==> config.mk <==
export PLATFORM = sky130hd
export DESIGN_NAME = booth_mult_seq
export DESIGN_NICKNAME = d
export VERILOG_FILES = /design/src/rtl/booth_pkg.sv /design/src/rtl/booth_step.sv /design/src/rtl/booth_mult_seq.sv
export SDC_FILE = /design/constraint.sdc
export NUM_CORES = 1
export LEC_CHECK = 0
export ABC_AREA = 1
export ABC_CLOCK_PERIOD_IN_PS = 6350
export BUFFER_PORTS_ARGS = -buffer_cell sky130_fd_sc_hd__buf_2
export CAP_MARGIN = 20
export CORE_MARGIN = 10
export CORE_UTILIZATION = 30
export DETAILED_ROUTE_END_ITERATION = 12
export MAX_ROUTING_LAYER = met4
export PLACE_DENSITY_LB_ADDON = 0.12
export SYNTH_ARGS = -nofsm -noshare
export SYNTH_HDL_FRONTEND = slang
export SYNTH_SLANG_ARGS = --single-unit
==> constraint.sdc <==
create_clock -name clock -period 6.35 [get_ports clock]
set_input_delay 0.3175 -clock clock [delete_from_list [all_inputs] [get_ports clock]]
set_output_delay 0.3175 -clock clock [all_outputs]
set_load 0.01 [all_outputs]
==> src/rtl/booth_pkg.sv <==
// Shared definitions for the sequential radix-2 Booth multiplier:
// controller states, default sizing and the Booth bit-pair decode.
package booth_pkg;

    localparam int BOOTH_DEFAULT_WIDTH = 32;
    localparam int BOOTH_DEFAULT_CNT_W = 6;

    typedef enum logic [1:0] {
        IDLE = 2'd0,
        RUN  = 2'd1,
        DONE = 2'd2
    } state_t;

    typedef enum logic [1:0] {
        OP_NOP = 2'd0,
        OP_ADD = 2'd1,
        OP_SUB = 2'd2
    } booth_op_t;

    // {current multiplier LSB, booth bit}: 01 ends a run of ones (add),
    // 10 starts a run of ones (subtract), 00/11 are inside a run (nothing).
    function automatic booth_op_t booth_decode(input logic [1:0] pair);
        case (pair)
            2'b01:   return OP_ADD;
            2'b10:   return OP_SUB;
            default: return OP_NOP;
        endcase
    endfunction

endpackage

==> src/rtl/booth_step.sv <==
// One radix-2 Booth iteration: conditional add/subtract of the multiplicand
// into the upper half of the product register, then a 1-bit arithmetic shift.
module booth_step
    import booth_pkg::*;
#(
    parameter int WIDTH = BOOTH_DEFAULT_WIDTH
) (
    input  logic [2*WIDTH:0] i_prod,
    input  logic [WIDTH-1:0] i_mcand,
    output logic [2*WIDTH:0] o_prod
);

    booth_op_t             w_op;
    logic signed [WIDTH:0] w_upper_ext;
    logic signed [WIDTH:0] w_mcand_ext;
    logic signed [WIDTH:0] w_sum;

    // The adder is one bit wider than the operands so its MSB is the true
    // sign even when the WIDTH-bit sum overflows; that MSB is what gets
    // shifted into the top of the register.
    always_comb begin
        w_op        = booth_decode(i_prod[1:0]);
        w_upper_ext = {i_prod[2*WIDTH], i_prod[2*WIDTH:WIDTH+1]};
        w_mcand_ext = {i_mcand[WIDTH-1], i_mcand};
        case (w_op)
            OP_ADD:  w_sum = w_upper_ext + w_mcand_ext;
            OP_SUB:  w_sum = w_upper_ext - w_mcand_ext;
            default: w_sum = w_upper_ext;
        endcase
        o_prod = {w_sum, i_prod[WIDTH:1]};
    end

endmodule

==> src/rtl/booth_mult_seq.sv <==
// Iterative radix-2 Booth multiplier: FSM, step counter and product register.
// Optional macro BOOTH_EARLY_TERM_EN: when the remaining multiplier bits and
// the booth bit are all equal, finish with a single arithmetic barrel shift.
module booth_mult_seq
    import booth_pkg::*;
#(
    parameter int WIDTH = BOOTH_DEFAULT_WIDTH,
    parameter int CNT_W = BOOTH_DEFAULT_CNT_W
) (
    input  logic             clock,
    input  logic             ctrl_reset,
    input  logic             ctrl_MULT,
    input  logic [WIDTH-1:0] data_operandA,
    input  logic [WIDTH-1:0] data_operandB,
    output logic [WIDTH-1:0] data_result,
    output logic             data_exception,
    output logic             data_resultRDY,
    output logic             data_busy
);

    localparam int              PW        = 2 * WIDTH + 1;
    localparam logic [CNT_W-1:0] LAST_STEP = CNT_W'(WIDTH - 1);

    state_t           r_state;
    state_t           w_next_state;
    logic [PW-1:0]    r_prod;
    logic [CNT_W-1:0] r_cnt;
    logic [WIDTH-1:0] r_mcand;
    logic [WIDTH-1:0] r_result;
    logic             r_exc;

    logic [PW-1:0]    w_step_prod;
    logic [PW-1:0]    w_run_prod;
    logic             w_early;
    logic             w_last_step;
    logic             w_prod_exc;

    booth_step #(
        .WIDTH (WIDTH)
    ) u_step (
        .i_prod  (r_prod),
        .i_mcand (r_mcand),
        .o_prod  (w_step_prod)
    );

`ifdef BOOTH_EARLY_TERM_EN
    logic [WIDTH:0]   w_tail_mask;
    logic [WIDTH:0]   w_tail;
    logic [CNT_W:0]   w_shamt;
    logic [PW-1:0]    w_early_prod;

    // With k steps done, bits [WIDTH-k:1] are the unconsumed multiplier bits
    // and bit 0 the booth bit; if they are uniform every remaining step is a
    // NOP, so the rest of the work is WIDTH-k arithmetic shifts at once.
    always_comb begin
        w_tail_mask  = {(WIDTH+1){1'b1}} >> r_cnt;
        w_tail       = r_prod[WIDTH:0] & w_tail_mask;
        w_early      = (w_tail == '0) || (w_tail == w_tail_mask);
        w_shamt      = (CNT_W+1)'(WIDTH) - {1'b0, r_cnt};
        w_early_prod = $signed(r_prod) >>> w_shamt;
        w_run_prod   = w_early ? w_early_prod : w_step_prod;
    end
`else
    // Fixed-latency build: every RUN cycle is one ordinary Booth step.
    always_comb begin
        w_early    = 1'b0;
        w_run_prod = w_step_prod;
    end
`endif

    assign w_last_step = (r_cnt == LAST_STEP);
    assign w_prod_exc  = (r_prod[2*WIDTH:WIDTH+1] != {WIDTH{r_prod[WIDTH]}});

    // State register.
    always_ff @(posedge clock or negedge ctrl_reset) begin
        if (!ctrl_reset) begin
            r_state <= IDLE;
        end else begin
            r_state <= w_next_state;
        end
    end

    // Next-state logic; a start pulse wins in every state (abort/restart).
    always_comb begin
        w_next_state = r_state;
        if (ctrl_MULT) begin
            w_next_state = RUN;
        end else begin
            case (r_state)
                IDLE:    w_next_state = IDLE;
                RUN:     w_next_state = (w_early || w_last_step) ? DONE : RUN;
                DONE:    w_next_state = IDLE;
                default: w_next_state = IDLE;
            endcase
        end
    end

    // Outputs: live product during DONE, held copy otherwise.
    always_comb begin
        data_resultRDY = (r_state == DONE);
        data_busy      = (r_state == RUN);
        data_result    = r_result;
        data_exception = r_exc;
        if (r_state == DONE) begin
            data_result    = r_prod[WIDTH:1];
            data_exception = w_prod_exc;
        end
    end

    // Product register, step counter and multiplicand latch.
    always_ff @(posedge clock or negedge ctrl_reset) begin
        if (!ctrl_reset) begin
            r_prod  <= '0;
            r_cnt   <= '0;
            r_mcand <= '0;
        end else if (ctrl_MULT) begin
            r_prod  <= {{WIDTH{1'b0}}, data_operandB, 1'b0};
            r_cnt   <= '0;
            r_mcand <= data_operandA;
        end else if (r_state == RUN) begin
            r_prod  <= w_run_prod;
            r_cnt   <= r_cnt + 1'b1;
        end
    end

    // Capture the finished result so it stays visible until the next DONE.
    always_ff @(posedge clock or negedge ctrl_reset) begin
        if (!ctrl_reset) begin
            r_result <= '0;
            r_exc    <= 1'b0;
        end else if (r_state == DONE) begin
            r_result <= r_prod[WIDTH:1];
            r_exc    <= w_prod_exc;
        end
    end

endmodule

==> impl_metrics.py, run 1 <==
metrics = {
    "clock_network": {
        "cts_root_buf": "clkbuf_16",
        "cts_sinks": 138,
        "cts_tree": "built",
        "cts_buffers": 17,
        "cts_resized": 0,
        "clkTransAtPathRegs_ns": 0.06,
        "cts_max_level": 4,
        "cts_buffer_depth": 2,
        "insertion_delay_ns": 0.43,
    },
    "power": {
        "pwr-share-clk": 0.311,
        "switching_share": 0.400,
        "pwr-share-seq": 0.320,
        "ir_drop_v": 0.000170,
        "p_int_w": 0.00199,
        "p_sw_w": 0.00133,
        "power_w": 0.00332,
        "power_frac_comb": 0.369,
        "leakage_nw": 5.89,
        "power.density_nw_per_um2": 307,
    },
    "route": {
        "wl_met2_mm": 13.1,
        "met1_length_mm": 14.1,
        "wire_per_inst_microns": 15.6,
        "viasPerCell": 4.62,
        "dr_total_vias": 8534,
        "drtIter0Drc": 453,
        "drtPass1Iterations": 5,
        "wl_mm": 28.8,
        "met3_wirelength_mm": 1.25,
        "drc": 0,
        "ant_nets": 0,
        "top_layer": "met4",
    },
    "sta": {
        "setup_viol": 0,
        "holdWs_ns": 0.0931,
        "final_max_slew_viol_count": 0,
        "tightestPinTransition_ns": 0.903,
        "fin_crit_ns": 3.83,
        "finalHoldViolCount": 0,
        "final.period_utilization": 0.603,
        "relSlewSlack": 0.398,
        "fmax_mhz": 261,
        "skew_ns": 0.0105,
        "setup_tns_ns": 0,
        "rsz0062_at_grt": "false",
    },
    "placed_design": {
        "dp.final_hpwl_mm": 22.1,
        "gp_congestion": 0.912,
        "place_inst": 1804,
        "portBuffers": 101,
        "place_area_sq_um": 10200,
    },
    "worst_setup_path": {
        "critical_path_class": "reg2reg",
        "worstReg2RegStart": "r_prod[0]",
        "r2r_slack_ns": 2.52,
        "arrival_ns": 4.15,
        "r2r_end": "r_prod[63]",
        "end_kind": "register",
        "cp.required_ns": 6.67,
        "ff2ff_path_depth": 18,
        "cp_max_fo": 21,
        "cp-start-kind": "register",
    },
    "global_route": {
        "grt-ovfl-total": 0,
        "grt_max_degree": 76,
        "grt_pass1_vias": 8953,
        "antenna_found_initial": 8,
        "grt_pass1_wl_mm": 47.2,
        "grt_use_total": 0.156,
    },
    "layout": {
        "nNetsFinal": 1533,
        "design_area_sq_um": 10800,
        "syn_to_final_growth_pct": 16.6,
        "final_layout_size_suffix_gt1_frac": 0.133,
        "finalNonFillerCells": 1846,
    },
    "yosys": {
        "ys_ff_latch": 138,
        "netlist-cell-type-count": 47,
        "synth_area_per_cell_sq_um": 6.91,
        "netlist_area_sq_um": 9270,
        "yosysSeqAreaShare": 0.372,
        "synth_warnings": 0,
        "syn_nets": 1446,
        "syn_inst": 1342,
    },
    "run_status": {
        "outcome": "complete, no violations",
    },
    "hold_path": {
        "hold_start": "data_operandA[7]",
        "hold_depth": 3,
        "min_to": "r_mcand[7]",
        "worstHoldPathType": "in2reg",
    },
    "floorplanning": {
        "core_area_sq_um": 30500,
        "die_y_microns": 196,
        "num_rows": 64,
        "dieArea_sq_um": 38300,
        "die_w_microns": 196,
        "start_util": 0.304,
        "io_pins": 102,
    },
    "flow_run": {
        "max_cap_violations": 0,
    },
}
## per-layer routing
layer / track usage / up-vias
met5: - / -
met4: 0.0379 / 0
met3: 0.0338 / 17
met2: 0.246 / 155
met1: 0.198 / 3946
li1: - / 4416
## repair_timing
| item | in CTS | in global routing |
|---|---|---|
| hold buffers | 1 | 0 |
| hold endpoints to repair | 74 | 0 |
| setup buffers | 0 | 0 |
## cell families after synthesis
group,Yosys count,share of synthesized area
buf+inv,285,0.117
flops,138,0.372
compound gates,201,0.125
simple gates,642,0.298
fa+ha+maj,37,0.0507
xor+xnor,39,0.0368
## registers in the layout, summed over array words and instances (netlist names)
| signal | cells |
|---|---|
| r_cnt | 6 |
| r_exc | 1 |
| r_mcand | 32 |
| r_prod | 65 |
| r_result | 32 |
| r_state | 2 |
## cells in the final DEF (no fill, tap or decap), types with 9 or more instances in the layout
cell / netlist / layout
inv_1: 237 / 237
inv_2: 9 / 9
ha_1: 36 / 36
nand4_1: 12 / 12
o21ai_0: 85 / 85
nand2_1: 428 / 428
nor4_1: 11 / 11
buf_2: 10 / 99
nand2_2: 22 / 22
nor2_1: 74 / 74
o221ai_1: 24 / 24
dfrtp_1: 138 / 138
clkbuf_16: 0 / 17
nand3_1: 54 / 54
xor2_1: 35 / 35
o21ai_1: 14 / 14
a21oi_1: 49 / 49
nor3_1: 14 / 14
## stage by stage
stage,worst slack [ns],utilization
floorplan,3.71,-
global placement,2.57,0.333
detailed placement,2.53,0.333
CTS,2.51,0.353
global route,2.12,0.354
finish,2.52,0.354
## synthesized netlist by cell type, drive strengths merged
master  number  share of area
nand2      452           0.19
clkbuf      26          0.011
o21ai      101          0.055
o221ai      24          0.023
fa           1         0.0022
inv        246           0.10
a22o         1        0.00094
nand4       12         0.0081
xor2        35          0.033
a21o         2         0.0016
a211oi       1        0.00081
dfrtp      138           0.37
ha          36          0.049
and3         1        0.00068
nor4        12         0.0097
o21a         1        0.00081
o21bai       2         0.0016
nand3       56          0.032
o211ai       8         0.0065
xnor2        4         0.0038
or3          1        0.00068
a22oi        4         0.0032
a21oi       49          0.026
nor3        17          0.011
nor2        83          0.038
a31oi        4         0.0027
buf         13         0.0066
and2         2         0.0016
o22ai        4         0.0027
nand3b       3         0.0028
or2          3         0.0020
## layout make-up
class	instances	area [sq um]
antenna	8	20.0
inverter	246	923
multi-input combinational	919	4740
sequential	138	3450
clock inverter	11	135
timing repair buffer	107	574
tap	396	495
fill	3306	19700
clock buffer	21	470
## power groups by stage
stage	Combinational, W	Sequential [W]	Clock (W)
floorplan	0.000891	0.00105	0
global placement	0.00123	0.00108	0
detailed placement	0.00122	0.00108	0
CTS	0.00123	0.00106	0.00106
global route	0.00140	0.00107	0.00110
finish	0.00123	0.00106	0.00103
## worst max-delay path: stages (launching register included)
cell     delay (ns)
dfrtp_1        0.38
inv_1          0.08
ha_1           0.64
inv_1          0.51
nand2_1        0.24
o21a_1         0.19
nand2_1        0.09
xor2_1         0.28
ha_1           0.36
nand2_1        0.20
inv_1          0.06
a21oi_1        0.15
nand2_1        0.06
a21oi_1        0.18
nand2_1        0.08
nand2_1        0.05
nand3_1        0.06
nand2_1        0.06
nand2_1        0.05
## how the worst max path moves through the flow
stage | from | end | slack (ns) | cells past startpoint
after floorplan | r_mcand[0] | r_prod[59] | 3.71 | 23
after global placement | r_prod[0] | r_prod[63] | 2.57 | 18
after detailed placement | r_prod[0] | r_prod[63] | 2.53 | 18
after CTS | r_prod[0] | r_prod[63] | 2.51 | 18
after global routing | r_prod[0] | r_prod[60] | 2.12 | 20
final | r_prod[0] | r_prod[63] | 2.52 | 18
No activity file was read; power rests on OpenSTA's default activity.
==> inputs of run 2 (changes only) <==
--- a/config.mk
+++ b/config.mk
@@ -6,7 +6,7 @@
 export NUM_CORES = 1
 export LEC_CHECK = 0
 export ABC_AREA = 1
-export ABC_CLOCK_PERIOD_IN_PS = 6350
+export ABC_CLOCK_PERIOD_IN_PS = 3850
 export BUFFER_PORTS_ARGS = -buffer_cell sky130_fd_sc_hd__buf_2
 export CAP_MARGIN = 20
 export CORE_MARGIN = 10
==> constraint.sdc (replaced) <==
create_clock -name clock -period 3.85 [get_ports clock]
set_input_delay 0.1925 -clock clock [delete_from_list [all_inputs] [get_ports clock]]
set_output_delay 0.1925 -clock clock [all_outputs]
set_load 0.01 [all_outputs]
==> impl_metrics.py, run 2 (synthesis results as in run 1) <==
metrics = {
    "run_status": {
        "outcome": "complete, but fails checks",
        "violations": "hold timing",
    },
    "floorplanning": {
        "num_rows": 64,
        "dieArea_sq_um": 38300,
        "core_area_sq_um": 30500,
        "io_pins": 102,
        "start_util": 0.304,
        "die_y_microns": 196,
        "die_w_microns": 196,
    },
    "sta": {
        "finalHoldViolCount": 1,
        "relSlewSlack": 0.389,
        "fmax_mhz": 313,
        "final.period_utilization": 0.830,
        "tightestPinTransition_ns": 0.916,
        "fin_crit_ns": 3.19,
        "final_max_slew_viol_count": 0,
        "setup_viol": 0,
        "holdWs_ns": -0.00118,
        "setup_tns_ns": 0,
        "rsz0062_at_grt": "false",
        "skew_ns": 0.00727,
    },
    "route": {
        "drc": 0,
        "drtPass1Iterations": 5,
        "viasPerCell": 4.57,
        "drtIter0Drc": 437,
        "ant_nets": 0,
        "wl_mm": 29.3,
        "dr_total_vias": 8625,
        "wire_per_inst_microns": 15.5,
    },
    "power": {
        "p_int_w": 0.00348,
        "p_sw_w": 0.00218,
        "power_frac_comb": 0.365,
        "pwr-share-clk": 0.325,
        "power.density_nw_per_um2": 498,
        "leakage_nw": 6.14,
        "switching_share": 0.385,
        "ir_drop_v": 0.000303,
        "pwr-share-seq": 0.310,
    },
    "clock_network": {
        "cts_max_level": 4,
        "cts_buffers": 17,
        "cts_resized": 0,
        "cts_sinks": 138,
        "clkTransAtPathRegs_ns": 0.06,
        "cts_setup_buffers": 0,
        "cts_tree": "built",
        "cts_buffer_depth": 2,
        "insertion_delay_ns": 0.42,
        "cts_root_buf": "clkbuf_16",
        "hold_buffers": 48,
    },
    "placed_design": {
        "portBuffers": 101,
        "place_inst": 1808,
        "dp.final_hpwl_mm": 22.2,
        "gp_congestion": 0.893,
    },
    "worst_setup_path": {
        "cp.required_ns": 4.16,
        "arrival_ns": 3.51,
        "end_kind": "register",
        "slowest_delay_ns": 0.39,
        "crit_top_cell": "nand2_1",
        "cp-start-kind": "register",
        "worstPathCellList": "inv_2, ha_1, nand2_1, nor3_2, nand3_1, nor2_2, nand2_1, nand2_1, nand2_1, xor2_1, ha_1, nand2_1, nor2_1, nand2_1, inv_1, a21oi_1, nand2_1, nand2_1, nand3_1, nand2_1, nand2_1",
        "cp_max_fo": 5,
        "critical_path_class": "reg2reg",
        "crit_slowest_cell": "dfrtp_1",
    },
    "global_route": {
        "grt_use_total": 0.158,
        "antenna_found_initial": 1,
        "grt-ovfl-total": 0,
        "grt_pass1_wl_mm": 48.1,
        "grt_max_degree": 87,
        "grt_pass1_vias": 8847,
    },
    "layout": {
        "finalNonFillerCells": 1889,
        "final_cell_mix": "nand2_1 (428), inv_1 (237), dfrtp_1 (138), buf_2 (99), o21ai_0 (85)",
        "multi_input_area_sq_um": 4740,
        "mostFrequentLayoutCell": "nand2_1",
        "syn_to_final_growth_pct": 22.4,
        "fillerInstances": 3270,
        "top_register": "r_prod",
        "seq_area_sq_um": 3450,
        "nNetsFinal": 1584,
        "largest_reg_flops": 65,
        "reg_top3": "r_prod (65), r_mcand (32), r_result (32)",
        "final_layout_size_suffix_gt1_frac": 0.131,
    },
    "hold_path": {
        "worstHoldPathType": "in2reg",
    },
    "flow_run": {
        "max_cap_violations": 0,
    },
}
## run 2: cell count changes in the layout (fill, tap and decap cells not counted)
| cell | delta |
|---|---|
| dlygate4sd3_1 | +47 |
| diode_2 | -7 |
| buf_4 | +3 |
| bufinv_16 | +2 |
| clkbuf_8 | +2 |
| clkinvlp_4 | -2 |
| inv_6 | -2 |
| buf_12 | +1 |
| clkbuf_1 | -1 |
| clkinv_2 | +1 |
| clkinv_4 | -1 |
## run 2: metrics by stage
stage,instance area [sq um],util,setup WS (ns),total power [W],hold WS (ns)
5_1_grt,11400,0.372,0.207,0.00608,0.0105
4_1_cts,11300,0.371,0.595,0.00570,0.00183
6_report,11400,0.372,0.656,0.00565,-0.00118
3_5_place_dp,10200,0.334,0.625,0.00380,0.304
3_3_place_gp,10200,0.334,0.677,0.00381,0.310
2_1_floorplan,9270,-,1.21,0.00319,-0.103
## run 2: cell type report
type | instances | share of cell area
diodes | 1 | 0.000220
repair buffers | 158 | 0.0958
clock inverters | 9 | 0.0140
well taps | 396 | 0.0436
inverters | 246 | 0.0813
clock buffers | 22 | 0.0435
multi-input cells | 919 | 0.417
flip-flops and latches | 138 | 0.304
## run 2: layer usage
layer	track usage	vias up	wire length [microns]
met1	0.210	3949	14500
met5	-	-	0
met4	0.0325	0	246
met3	0.0240	12	995
li1	-	4495	-
met2	0.251	169	13500
## run 2: worst paths after layout
check / start / end / slack [ns] / cells past startpoint
max: r_mcand[0] / r_prod[61] / 0.66 / 21
min: data_operandA[6] / r_mcand[6] / -0.001 / 3
max reg2reg: r_mcand[0] / r_prod[61] / 0.66 / 21
min reg2reg: r_cnt[5] / r_cnt[5] / 0.47 / 1
max in group asynchronous: ctrl_reset / r_mcand[4] / 2.67 / 3
min in group asynchronous: ctrl_reset / r_prod[57] / 0.36 / 2
## run 2: power by group through the flow
stage | Combinational (W) | Clock [W] | Sequential (W)
final | 0.00206 | 0.00184 | 0.00175
after global routing | 0.00236 | 0.00194 | 0.00177
after CTS | 0.00207 | 0.00187 | 0.00175
after detailed placement | 0.00202 | 0 | 0.00177
after global placement | 0.00203 | 0 | 0.00178
after floorplan | 0.00147 | 0 | 0.00172
## run 2: critical path: cells and delay by family, from the launching register on
kind / cells / cell delay, ns
AND/OR/NAND/NOR: 15 / 1.60
flip-flops: 1 / 0.39
AO/OA/AOI/OAI: 1 / 0.24
buffers and inverters: 2 / 0.14
adder cells (fa/ha/maj): 2 / 0.50
XOR/XNOR: 1 / 0.23
